<file path="config.mk">
export PLATFORM = sky130hd
export DESIGN_NAME = usbdev_in_ep_ctrl_flat
export DESIGN_NICKNAME = d
export VERILOG_FILES = /design/src/rtl/usbdev_in_ep_ctrl_if.sv /design/src/rtl/usbdev_in_ep_ctrl.sv /design/src/flat_wrapper.sv
export SDC_FILE = /design/constraint.sdc
export NUM_CORES = 1
export LEC_CHECK = 0
export CAP_MARGIN = 20
export CELL_PAD_IN_SITES_DETAIL_PLACEMENT = 1
export CELL_PAD_IN_SITES_GLOBAL_PLACEMENT = 1
export CORE_MARGIN = 2
export CORE_UTILIZATION = 40
export CTS_BUF_LIST = sky130_fd_sc_hd__clkbuf_16
export CTS_CLUSTER_SIZE = 8
export DETAILED_ROUTE_END_ITERATION = 10
export PLACE_DENSITY_LB_ADDON = 0.1
export SETUP_SLACK_MARGIN = 0.15
export SLEW_MARGIN = 20
export SYNTH_ARGS = -nofsm -noshare
export SYNTH_HDL_FRONTEND = slang
export SYNTH_SLANG_ARGS = --single-unit
</file>
<file path="constraint.sdc">
create_clock -name clk_48mhz_i -period 2.25 [get_ports clk_48mhz_i]
set_input_delay 0.45 -clock clk_48mhz_i [delete_from_list [all_inputs] [get_ports clk_48mhz_i]]
set_output_delay 0.45 -clock clk_48mhz_i [all_outputs]
set_load 0.1 [all_outputs]
</file>
<file path="src/rtl/usbdev_in_ep_ctrl_if.sv">
// rtl/usbdev_in_ep_ctrl_if.sv - packet SRAM read port between the IN endpoint controller and the SRAM
//
// Purpose: groups the word-read request/grant/response signals of the shared packet SRAM.
// Signals:
//   mem_req    request, held with a stable address until granted
//   mem_addr   word address {buffer id, word index}
//   mem_gnt    request accepted this cycle
//   mem_rvalid read data valid (one response per granted request)
//   mem_rdata  32-bit little-endian packet word
// Modports: master = requester (endpoint controller), slave = SRAM side.
interface usbdev_in_ep_ctrl_if #(
  parameter int MemAddrW = 9
);
  logic                mem_req;
  logic [MemAddrW-1:0] mem_addr;
  logic                mem_gnt;
  logic                mem_rvalid;
  logic [31:0]         mem_rdata;

  modport master (
    output mem_req,
    output mem_addr,
    input  mem_gnt,
    input  mem_rvalid,
    input  mem_rdata
  );

  modport slave (
    input  mem_req,
    input  mem_addr,
    output mem_gnt,
    output mem_rvalid,
    output mem_rdata
  );
endinterface

</file>
<file path="src/rtl/usbdev_in_ep_ctrl.sv">
// rtl/usbdev_in_ep_ctrl.sv - per-endpoint IN buffer controller with packet SRAM word fetch
//
// Purpose: holds buffer id / size / ready per IN endpoint, snapshots the selected endpoint when
// the IN engine starts a transaction, serves payload bytes out of a one-word cache filled from
// the packet SRAM, and retires endpoints (pkt_sent pulse) on a good transaction end.
// Ports:
//   clk_48mhz_i, rst_ni        clock, async active-low reset
//   link_reset_i               synchronous clear on USB bus reset
//   cfg_*                      software endpoint configuration write
//   rdy_o, pkt_sent_o          ready bits, one-cycle delivered pulses
//   in_xact_*, in_ep_*         IN protocol engine interface
//   mem                        packet SRAM read port (master side)
module usbdev_in_ep_ctrl #(
  parameter int NumInEps         = 12,
  parameter int MaxInPktSizeByte = 64,
  parameter int NumBuffers       = 32,
  parameter int BufW             = $clog2(NumBuffers),
  parameter int PktW             = $clog2(MaxInPktSizeByte),
  parameter int SizeW            = PktW + 1,
  parameter int MemAddrW         = BufW + PktW - 2
) (
  input  logic                clk_48mhz_i,
  input  logic                rst_ni,
  input  logic                link_reset_i,
  input  logic                cfg_we_i,
  input  logic [3:0]          cfg_ep_i,
  input  logic [BufW-1:0]     cfg_buf_i,
  input  logic [SizeW-1:0]    cfg_size_i,
  input  logic                cfg_rdy_i,
  output logic [NumInEps-1:0] rdy_o,
  output logic [NumInEps-1:0] pkt_sent_o,
  input  logic                in_xact_starting_i,
  input  logic [3:0]          in_xact_start_ep_i,
  input  logic [3:0]          in_ep_current_i,
  input  logic [PktW-1:0]     in_ep_get_addr_i,
  input  logic                in_ep_data_get_i,
  input  logic                in_ep_xact_end_i,
  input  logic                in_ep_rollback_i,
  output logic [NumInEps-1:0] in_ep_has_data_o,
  output logic [NumInEps-1:0] in_ep_data_done_o,
  output logic [7:0]          in_ep_data_o,
  usbdev_in_ep_ctrl_if.master mem
);

  localparam logic [3:0]       NumEpsL = 4'(NumInEps);
  localparam logic [SizeW-1:0] MaxSize = SizeW'(MaxInPktSizeByte);

  typedef enum logic [1:0] {
    StIdle,
    StReq,
    StWait
  } state_e;

  state_e r_state;
  state_e w_state_nxt;

  logic [NumInEps-1:0] r_rdy;
  logic [BufW-1:0]     r_buf  [NumInEps];
  logic [SizeW-1:0]    r_size [NumInEps];
  logic [NumInEps-1:0] r_pkt_sent;

  logic [BufW-1:0]     r_cur_buf;
  logic [SizeW-1:0]    r_cur_size;
  logic [SizeW-1:0]    r_byte_cnt;
  logic [31:0]         r_word;
  logic [PktW-3:0]     r_word_tag;
  logic                r_word_vld;
  logic [MemAddrW-1:0] r_req_addr;
  // Set when a snapshot/rollback lands while a fetch is outstanding: its data belongs
  // to a packet state that no longer exists and must not fill the word cache.
  logic                r_discard;

  logic                w_cfg_valid;
  logic                w_cur_valid;
  logic                w_start_valid;
  logic [SizeW-1:0]    w_cfg_size;
  logic                w_flush;
  logic [PktW-3:0]     w_word_idx;
  logic                w_need_word;
  logic                w_mem_req;
  logic                w_req_load;
  logic                w_capture;

  assign w_cfg_valid   = cfg_ep_i < NumEpsL;
  assign w_cur_valid   = in_ep_current_i < NumEpsL;
  assign w_start_valid = in_xact_start_ep_i < NumEpsL;
  assign w_cfg_size    = (cfg_size_i > MaxSize) ? MaxSize : cfg_size_i;
  assign w_flush       = in_xact_starting_i | in_ep_rollback_i;
  assign w_word_idx    = in_ep_get_addr_i[PktW-1:2];
  assign w_need_word   = (r_byte_cnt < r_cur_size) &&
                         (!r_word_vld || (r_word_tag != w_word_idx));

  // Fetch FSM: state register
  always_ff @(posedge clk_48mhz_i or negedge rst_ni) begin
    if (!rst_ni) begin
      r_state <= StIdle;
    end else begin
      r_state <= w_state_nxt;
    end
  end

  // Fetch FSM: next state and request control
  always_comb begin
    w_state_nxt = r_state;
    w_mem_req   = 1'b0;
    w_req_load  = 1'b0;
    w_capture   = 1'b0;
    case (r_state)
      StIdle: begin
        // Hold off during a snapshot/rollback cycle so the request uses the new packet state.
        if (w_need_word && !w_flush) begin
          w_state_nxt = StReq;
          w_req_load  = 1'b1;
        end
      end
      StReq: begin
        w_mem_req = 1'b1;
        if (mem.mem_gnt) begin
          w_state_nxt = StWait;
        end
      end
      StWait: begin
        if (mem.mem_rvalid) begin
          w_state_nxt = StIdle;
          w_capture   = !w_flush && !r_discard;
        end
      end
      default: w_state_nxt = StIdle;
    endcase
    if (link_reset_i) begin
      w_state_nxt = StIdle;
      w_req_load  = 1'b0;
      w_capture   = 1'b0;
    end
  end

  always_ff @(posedge clk_48mhz_i or negedge rst_ni) begin
    if (!rst_ni) begin
      r_rdy      <= '0;
      r_pkt_sent <= '0;
      for (int i = 0; i < NumInEps; i++) begin
        r_buf[i]  <= '0;
        r_size[i] <= '0;
      end
      r_cur_buf  <= '0;
      r_cur_size <= '0;
      r_byte_cnt <= '0;
      r_word     <= '0;
      r_word_tag <= '0;
      r_word_vld <= 1'b0;
      r_req_addr <= '0;
      r_discard  <= 1'b0;
    end else if (link_reset_i) begin
      r_rdy      <= '0;
      r_pkt_sent <= '0;
      for (int i = 0; i < NumInEps; i++) begin
        r_buf[i]  <= '0;
        r_size[i] <= '0;
      end
      r_cur_buf  <= '0;
      r_cur_size <= '0;
      r_byte_cnt <= '0;
      r_word     <= '0;
      r_word_tag <= '0;
      r_word_vld <= 1'b0;
      r_req_addr <= '0;
      r_discard  <= 1'b0;
    end else begin
      r_pkt_sent <= '0;
      if (in_ep_xact_end_i && w_cur_valid) begin
        r_rdy[in_ep_current_i]      <= 1'b0;
        r_pkt_sent[in_ep_current_i] <= 1'b1;
      end
      // Placed after the retire so a same-cycle write to that endpoint wins.
      if (cfg_we_i && w_cfg_valid) begin
        r_buf[cfg_ep_i]  <= cfg_buf_i;
        r_size[cfg_ep_i] <= w_cfg_size;
        r_rdy[cfg_ep_i]  <= cfg_rdy_i;
      end

      if (in_xact_starting_i) begin
        r_cur_buf  <= w_start_valid ? r_buf[in_xact_start_ep_i]  : '0;
        r_cur_size <= w_start_valid ? r_size[in_xact_start_ep_i] : '0;
        r_byte_cnt <= '0;
        r_word_vld <= 1'b0;
      end else begin
        if (in_ep_data_get_i && (r_byte_cnt < MaxSize)) begin
          r_byte_cnt <= r_byte_cnt + 1'b1;
        end
        if (in_ep_rollback_i) begin
          r_word_vld <= 1'b0;
        end else if (w_capture) begin
          r_word     <= mem.mem_rdata;
          r_word_tag <= r_req_addr[PktW-3:0];
          r_word_vld <= 1'b1;
        end
      end

      if (w_req_load) begin
        r_req_addr <= {r_cur_buf, w_word_idx};
        r_discard  <= 1'b0;
      end else if (w_flush && (r_state != StIdle)) begin
        r_discard  <= 1'b1;
      end
    end
  end

  always_comb begin
    in_ep_data_done_o = '0;
    if (w_cur_valid) begin
      in_ep_data_done_o[in_ep_current_i] = (r_byte_cnt >= r_cur_size);
    end
  end

  assign rdy_o            = r_rdy;
  assign in_ep_has_data_o = r_rdy;
  assign pkt_sent_o       = r_pkt_sent;
  assign in_ep_data_o     = r_word[{in_ep_get_addr_i[1:0], 3'b000} +: 8];
  assign mem.mem_req      = w_mem_req;
  assign mem.mem_addr     = r_req_addr;

endmodule

</file>
<file path="src/flat_wrapper.sv">
// flat-port wrapper written by rule: the top's interface ports become plain ports
module usbdev_in_ep_ctrl_flat 
#(
  parameter int NumInEps         = 12,
  parameter int MaxInPktSizeByte = 64,
  parameter int NumBuffers       = 32,
  parameter int BufW             = $clog2(NumBuffers),
  parameter int PktW             = $clog2(MaxInPktSizeByte),
  parameter int SizeW            = PktW + 1,
  parameter int MemAddrW         = BufW + PktW - 2
)
  (clk_48mhz_i, rst_ni, link_reset_i, cfg_we_i, cfg_ep_i, cfg_buf_i, cfg_size_i, cfg_rdy_i, rdy_o, pkt_sent_o, in_xact_starting_i, in_xact_start_ep_i, in_ep_current_i, in_ep_get_addr_i, in_ep_data_get_i, in_ep_xact_end_i, in_ep_rollback_i, in_ep_has_data_o, in_ep_data_done_o, in_ep_data_o, mem_mem_req, mem_mem_addr, mem_mem_gnt, mem_mem_rvalid, mem_mem_rdata);
  usbdev_in_ep_ctrl_if #(.MemAddrW(MemAddrW)) mem_i ();
  input  logic clk_48mhz_i;
  input  logic rst_ni;
  input  logic link_reset_i;
  input  logic cfg_we_i;
  input  logic [3:0] cfg_ep_i;
  input  logic [BufW-1:0] cfg_buf_i;
  input  logic [SizeW-1:0] cfg_size_i;
  input  logic cfg_rdy_i;
  output logic [NumInEps-1:0] rdy_o;
  output logic [NumInEps-1:0] pkt_sent_o;
  input  logic in_xact_starting_i;
  input  logic [3:0] in_xact_start_ep_i;
  input  logic [3:0] in_ep_current_i;
  input  logic [PktW-1:0] in_ep_get_addr_i;
  input  logic in_ep_data_get_i;
  input  logic in_ep_xact_end_i;
  input  logic in_ep_rollback_i;
  output logic [NumInEps-1:0] in_ep_has_data_o;
  output logic [NumInEps-1:0] in_ep_data_done_o;
  output logic [7:0] in_ep_data_o;
  output wire logic [$bits(mem_i.mem_req)-1:0] mem_mem_req;
  output wire logic [$bits(mem_i.mem_addr)-1:0] mem_mem_addr;
  input wire logic [$bits(mem_i.mem_gnt)-1:0] mem_mem_gnt;
  input wire logic [$bits(mem_i.mem_rvalid)-1:0] mem_mem_rvalid;
  input wire logic [$bits(mem_i.mem_rdata)-1:0] mem_mem_rdata;
  assign mem_mem_req = mem_i.mem_req;
  assign mem_mem_addr = mem_i.mem_addr;
  assign mem_i.mem_gnt = mem_mem_gnt;
  assign mem_i.mem_rvalid = mem_mem_rvalid;
  assign mem_i.mem_rdata = mem_mem_rdata;
  usbdev_in_ep_ctrl #(.NumInEps(NumInEps), .MaxInPktSizeByte(MaxInPktSizeByte), .NumBuffers(NumBuffers), .BufW(BufW), .PktW(PktW), .SizeW(SizeW), .MemAddrW(MemAddrW)) u_core (.clk_48mhz_i(clk_48mhz_i), .rst_ni(rst_ni), .link_reset_i(link_reset_i), .cfg_we_i(cfg_we_i), .cfg_ep_i(cfg_ep_i), .cfg_buf_i(cfg_buf_i), .cfg_size_i(cfg_size_i), .cfg_rdy_i(cfg_rdy_i), .rdy_o(rdy_o), .pkt_sent_o(pkt_sent_o), .in_xact_starting_i(in_xact_starting_i), .in_xact_start_ep_i(in_xact_start_ep_i), .in_ep_current_i(in_ep_current_i), .in_ep_get_addr_i(in_ep_get_addr_i), .in_ep_data_get_i(in_ep_data_get_i), .in_ep_xact_end_i(in_ep_xact_end_i), .in_ep_rollback_i(in_ep_rollback_i), .in_ep_has_data_o(in_ep_has_data_o), .in_ep_data_done_o(in_ep_data_done_o), .in_ep_data_o(in_ep_data_o), .mem(mem_i));
endmodule
</file>
== Word level (Yosys, flattened, before mapping) ==
Index checks and enable logic that the tools add are counted.

* Word-level logic and storage cells: 157
* Input bits: 73
* Flip-flop bits (word level): 236

* Equality and inequality tests: 8
* Bitwise gates (word level): 6
* Muxes and demuxes: 67
* Magnitude comparators: 14
* Shifts and indexed selects: 1
* Add/sub/neg operators: 1
* Reductions and logical operators: 25

{| class="wikitable"
|+ Operator list
! cell !! count
|-
| $mux W84 || 2
|-
| $mux W32 || 4
|-
| $mux W60 || 2
|-
| $bwmux W84 || 1
|-
| $mux W12 || 7
|-
| $mux W7 || 10
|-
| $bwmux W60 || 1
|-
| $shiftx A32 B6 Y8 || 1
|-
| $mux W5 || 6
|-
| $bmux W7 S4 || 1
|-
| $demux W7 S4 || 1
|-
| $and A12 B12 Y12 || 2
|-
| $bmux W5 S4 || 1
|-
| $demux W5 S4 || 1
|-
| $mux W9 || 2
|-
| $mux W1 || 16
|-
| $mux W4 || 4
|-
| $bwmux W12 || 1
|-
| $lt A4 B4 Y1 const B || 3
|-
| $not A12 Y12 || 1
|-
| $ge A5 B5 Y1 const B || 2
|-
| $logic_and A1 B1 Y1 || 10
|-
| $lt A4 B5 Y1 const B || 2
|-
| $not A4 Y5 || 2
|-
| 24 further kinds || 39
|}

== Longest topological paths before layout ==
* Depth after elaboration: 11
* Mapped depth: 8
* Gate-level depth less buffers: 7

== Worst setup path after synthesis ==
Ideal clock, no wire load.

* Kind: flip-flop to output port
* From: register u_core.r_byte_cnt[0]
* To: output in_ep_data_done_o[10]
* Setup slack: -2.605 ns
* Path buffers: 1
* Arrival: 4.405 ns
* Cell stages (with the launch flop): 9
* Cells stage by stage: dfrtp_1 > inv_1 > ha_1 > nand2b_1 > a21o_1 > a21o_1 > a21oi_1 > clkbuf_1 > nor4b_1

* Word-level cells in the longest chain between the ends: 3

{| class="wikitable"
|+ RTL lines
! what !! line !! source
|-
| from (decl) || usbdev_in_ep_ctrl.sv:64 || <nowiki>logic [SizeW-1:0] r_byte_cnt;</nowiki>
|-
| from (signal assigned) || usbdev_in_ep_ctrl.sv:188 || <nowiki>r_byte_cnt <= r_byte_cnt + 1'b1;</nowiki>
|-
| $ge A7 B7 Y1 || usbdev_in_ep_ctrl.sv:211 || <nowiki>in_ep_data_done_o[in_ep_current_i] = (r_byte_cnt >= r_cur_size);</nowiki>
|-
| $and A12 B12 Y12 (no source line) || -- ||
|-
| $mux W12 || usbdev_in_ep_ctrl.sv:210 || <nowiki>if (w_cur_valid) begin</nowiki>
|-
| to (decl) || flat_wrapper.sv:32 || <nowiki>output logic [NumInEps-1:0] in_ep_data_done_o;</nowiki>
|}

Every way passes these cells.

== Worst setup path in the final report ==
* From: register u_core.r_cur_size[0]
* To: output in_ep_data_done_o[9]

* Word-level cells in the longest chain between the ends: 3

{| class="wikitable"
|+ RTL lines
! what !! line !! source
|-
| from (decl) || usbdev_in_ep_ctrl.sv:63 || <nowiki>logic [SizeW-1:0] r_cur_size;</nowiki>
|-
| from (signal assigned) || usbdev_in_ep_ctrl.sv:183 || <nowiki>r_cur_size <= w_start_valid ? r_size[in_xact_start_ep_i] : '0;</nowiki>
|-
| $ge A7 B7 Y1 || usbdev_in_ep_ctrl.sv:211 ||
|-
| $and A12 B12 Y12 (no source line) || -- ||
|-
| $mux W12 || usbdev_in_ep_ctrl.sv:210 ||
|}

Every way passes these cells.

==> results <==
- The worst-margin pin slew is 0.743 ns.
- The number of global-route vias before repair is 9,932.
- The number of placed instances, taps included, is 1,658.
- The number of nets produced by synthesis is 1,236.
- The internal power summed over all cells is 7610 uW.
- Input and output buffers added on the ports amount to 138.
- The highest fanout seen on the critical path is 11.
- The global routing usage summed across all routing layers is 24.8%.
- In the synthesized netlist, the number of instances is 1,155.
- The power spent charging and discharging nets is 2570 uW.
- In the routed design, unresolved DRC markers number 0.
- The worst vdd rail ir drop is 452 uV.
- The width of the chip is 174 um.
- The run finished, with violations left.
- In this run, synthesis produced a sequential element count of 236.
- The total met3 wirelength after detailed routing is 1.53 mm.
- The final net count is 1,398.
- The first global-routing pass estimated 58.2 mm of wire.
- The most used flip-flop cell after synthesis is dfrtp_1.
- The floorplan has 62 rows.
- The HPWL reported at the end of detailed placement is 24.3 mm.
- The number of clock buffers inserted by TritonCTS is 35.
- Summed over all instances, the cell type with the most area after synthesis is dfrtp_1.
- Setup repair after global routing could not meet its margin everywhere.
- Setup violations remaining at the end of the flow were counted as 12.
- The clock network fraction of total power is 46.0%.
- CTS placed an instance of clkbuf_16 at the clock tree root.
- Sequential elements use 51.4% of the synthesized area.
- The sum of buffers and inverters on the critical path is 2.
- For this block, wires on met1 add up to 16.6 mm.
- The first detailed-routing pass took 5 iterations.
- The worst path uses 122% of the clock period.
- The relative max-transition margin is 50.4%.
- The critical path data required time is 1.80 ns.
- The clock tree buffer depth is 3.
- The netlist uses 49 different library cells.
- Among cell families on the critical path, the largest total delay comes from compound AO/OA/AOI/OAI gates.
- STA classifies the critical path endpoint as a primary output.
- The tree built by TritonCTS fans out to 236 sinks.
- The sum of routed wire length over all layers is 36.7 mm.
- The die covers 30,100 um^2.
- After synthesis, the cell types taking the most area are dfrtp_1 51%, mux4_2 7.4%, nand2_1 7.3%.
- The clock tree from TritonCTS is done.
- After clock tree synthesis, the clock-pin slew on the worst setup and hold paths is 0.05 ns.
- The signal on the critical path passes through ha_1 -> nand2b_4 -> a21o_1 -> a21o_1 -> a21oi_4 -> buf_12 -> nor4b_4 -> buf_12.
- The initial antenna violation count is 1.
- After synthesis, the share of flip-flops with an asynchronous set or reset is 100%.
- The routed layout has 9,378 vias.
- After layout, the design draws a total of 10,200 uW.
- The most used standard cell by instance count after synthesis is dfrtp_1.
- The commonest cells after synthesis are 236 x dfrtp_1, 223 x nand2_1, 151 x a21oi_1.
- Sequential cells burn 42.7% of the power.
- Counting I/O delays and the setup requirement, the final critical path takes 2.75 ns.
- The maximum frequency from static timing analysis is 364 MHz.
- The total overflow left after global routing is 0.
- The clock latency on the worst-skew pair is 0.50 ns.
- The final non-filler cell total is 1,705.
- The static leakage is 0.00661 uW.
- The logic gate share of total power is 11.3%.
- The number of levels in the clock H-tree is 2.
- Each instance of the synthesized netlist takes up on average 9.95 um^2.
- In this run, synthesis inferred 0 flip-flops with an integrated enable.
- The area fraction of the dominant cell type after synthesis is 51.4%.
- The total core area is 28,500 um^2.
- The delay contributed by the slowest stage of the critical path is 0.38 ns.
- The max-slew violation total from the final report was 0.
- The starting density of the core is 40.4%.
- The cell area after synthesis is 11,500 um^2.
- The tool flagged a number of max-cap violations equal to 0.
- The met2 wirelength from detailed routing is 17.6 mm.
- The path class of the lowest-slack min-delay path is in -> reg.
- The switching power as a share of total power is 25.2%.
- The checks that failed: setup timing.
- The setup slack of the critical path after layout is -0.497 ns.
- The post-route netlist has 20.9% of its cells at a drive strength greater than 1.
- The critical path start-end classification is reg -> out.
- The endpoint arrival time on the critical path is 2.30 ns.
- The area growth from synthesis to layout is 31.0%.
- In this run the power density over the cells is 675 nW/um^2.
- The final antenna-violating net count is 0.
- The die is 174 um tall.
- The largest individual stage delay along the critical path comes from the cell dfrtp_1.
- On the final layout, the worst clock skew is 0.0159 ns.
- The number of hold violations in the final report is 0.
- The violation count after the first detailed-route iteration is 613.
- The number of top-level design ports is 139.
- The pin count of the biggest net entering global routing is 79.
- STA classifies the critical path startpoint as a register.
- During synthesis, Yosys emitted a total of 0 warnings.
- The total of fill cells in the finished design is 3,087.
- The highest layer touched by signal routing is met4.
- Dividing the detail-routed wire length by the instance count gives 21.5 um.
- The global placer's final weighted congestion is 0.801.
- In the routed layout, each cell is associated on average with a via count of 5.50.
-- power by group through the flow --
stage               combinational (uW)  sequential [uW]  clock, uW
floorplan                          522             4480          0
global placement                  1110             4410          0
detailed placement                1120             4410          0
CTS                               1150             4340       4800
global route                      1230             4340       4960
finish                            1150             4340       4680
-- cell families (layout without fill, tap and decap cells) --
group	count (synthesis)	count (layout)	share of synthesized area (%)
AOI/OAI and AO/OA	219	219	10.4
xor gates and xnor gates	9	9	0.686
adders and majority gates	8	8	0.871
other	0	1	0
DFF	236	236	51.4
muxes	99	99	13.6
buffers and inverters	114	279	5.04
and+or+nand+nor	470	470	18.0
-- stage by stage --
step                hold WS, ns  instance area, um^2  TNS [ns]  worst slack [ns]  util (%)
floorplan                 0.154                11700     -4.93            -0.545         -
global placement          0.381                14000    -0.274           -0.0326      49.1
detailed placement        0.383                14000    -0.845           -0.0871      49.1
CTS                       0.374                15000     -5.92            -0.509      52.7
global route              0.397                15100     -6.78            -0.588      52.9
finish                    0.378                15100     -5.75            -0.497      52.9
-- path summary, 6_finish.rpt --
| check | start | endpoint | slack (ns) | cells past startpoint |
|---|---|---|---|---|
| worst max-delay path | u_core.r_cur_size[0] | in_ep_data_done_o[9] | -0.50 | 8 |
| worst min-delay path | link_reset_i | u_core.r_state[1] | 0.38 | 2 |
| worst max register to register | u_core.r_byte_cnt[5] | u_core.r_discard | 0.23 | 5 |
| worst min register to register | u_core.r_size[64] | u_core.r_size[64] | 0.51 | 2 |
| max in group asynchronous | rst_ni | u_core.r_buf[53] | 1.06 | 3 |
| min in group asynchronous | rst_ni | u_core.pkt_sent_o[8] | 0.46 | 2 |
-- area by class of cell --
class	instances	area, um^2	area share (%)
well taps	384	480	3.19
repair buffers	229	2420	16.1
clock buffers	37	926	6.15
clock inverters	3	11.3	0.0748
flip-flops and latches	236	5910	39.2
multi-input cells	805	5280	35.0
diodes	1	2.50	0.0166
inverters	10	37.5	0.249
-- worst reg2reg max path, cell delays in order, from the launching register on --
cell,delay (ns)
dfrtp_1,0.38
ha_1,0.34
and4_4,0.23
a21boi_1,0.16
or4_4,0.55
a31o_4,0.25
-- layer usage --
layer / GRT usage (%) / up-vias
li1: - / 4257
met2: 40.6 / 238
met5: 0 / -
met1: 34.6 / 4830
met4: 7.45 / 0
met3: 3.25 / 53
-- registers in the layout, summed over array words and instances (netlist names), 2 cells and up --
register and cells:
u_core.r_size 84, u_core.r_buf 60, u_core.r_word 32, u_core.in_ep_has_data_o 12
u_core.pkt_sent_o 12, u_core.mem.mem_addr 9, u_core.r_byte_cnt 7, u_core.r_cur_size 7
u_core.r_cur_buf 5, u_core.r_word_tag 4, u_core.r_state 2
-- placed cells by master, fill, tap and decap left out, types with 5 or more instances in the layout --
master,synthesis,final
o22ai_1,12,12
clkbuf_16,0,37
buf_12,1,41
nor2b_1,34,33
a211oi_1,12,12
buf_4,18,113
nand2b_1,19,18
clkdlybuf4s50_1,0,66
o21ai_0,29,28
nand3b_1,5,5
nor3_1,24,20
dfrtp_1,236,236
or2_2,5,5
a21oi_1,151,148
inv_1,9,10
nor2_1,126,126
nand3_1,8,8
mux4_2,38,38
xor2_1,7,7
nand2_1,223,222
mux2i_1,55,55
ha_1,8,5
mux4_1,6,6
-- timing repair --
item                                    CTS  global route
endpoints found under the setup margin   31            15
hold buffers                              1             0
resized for setup                        12            10
setup buffers                             4             1
endpoints found under the hold margin    42             0
pin swaps                                 2             4
Note: power is estimated with default switching activity, not from simulation.
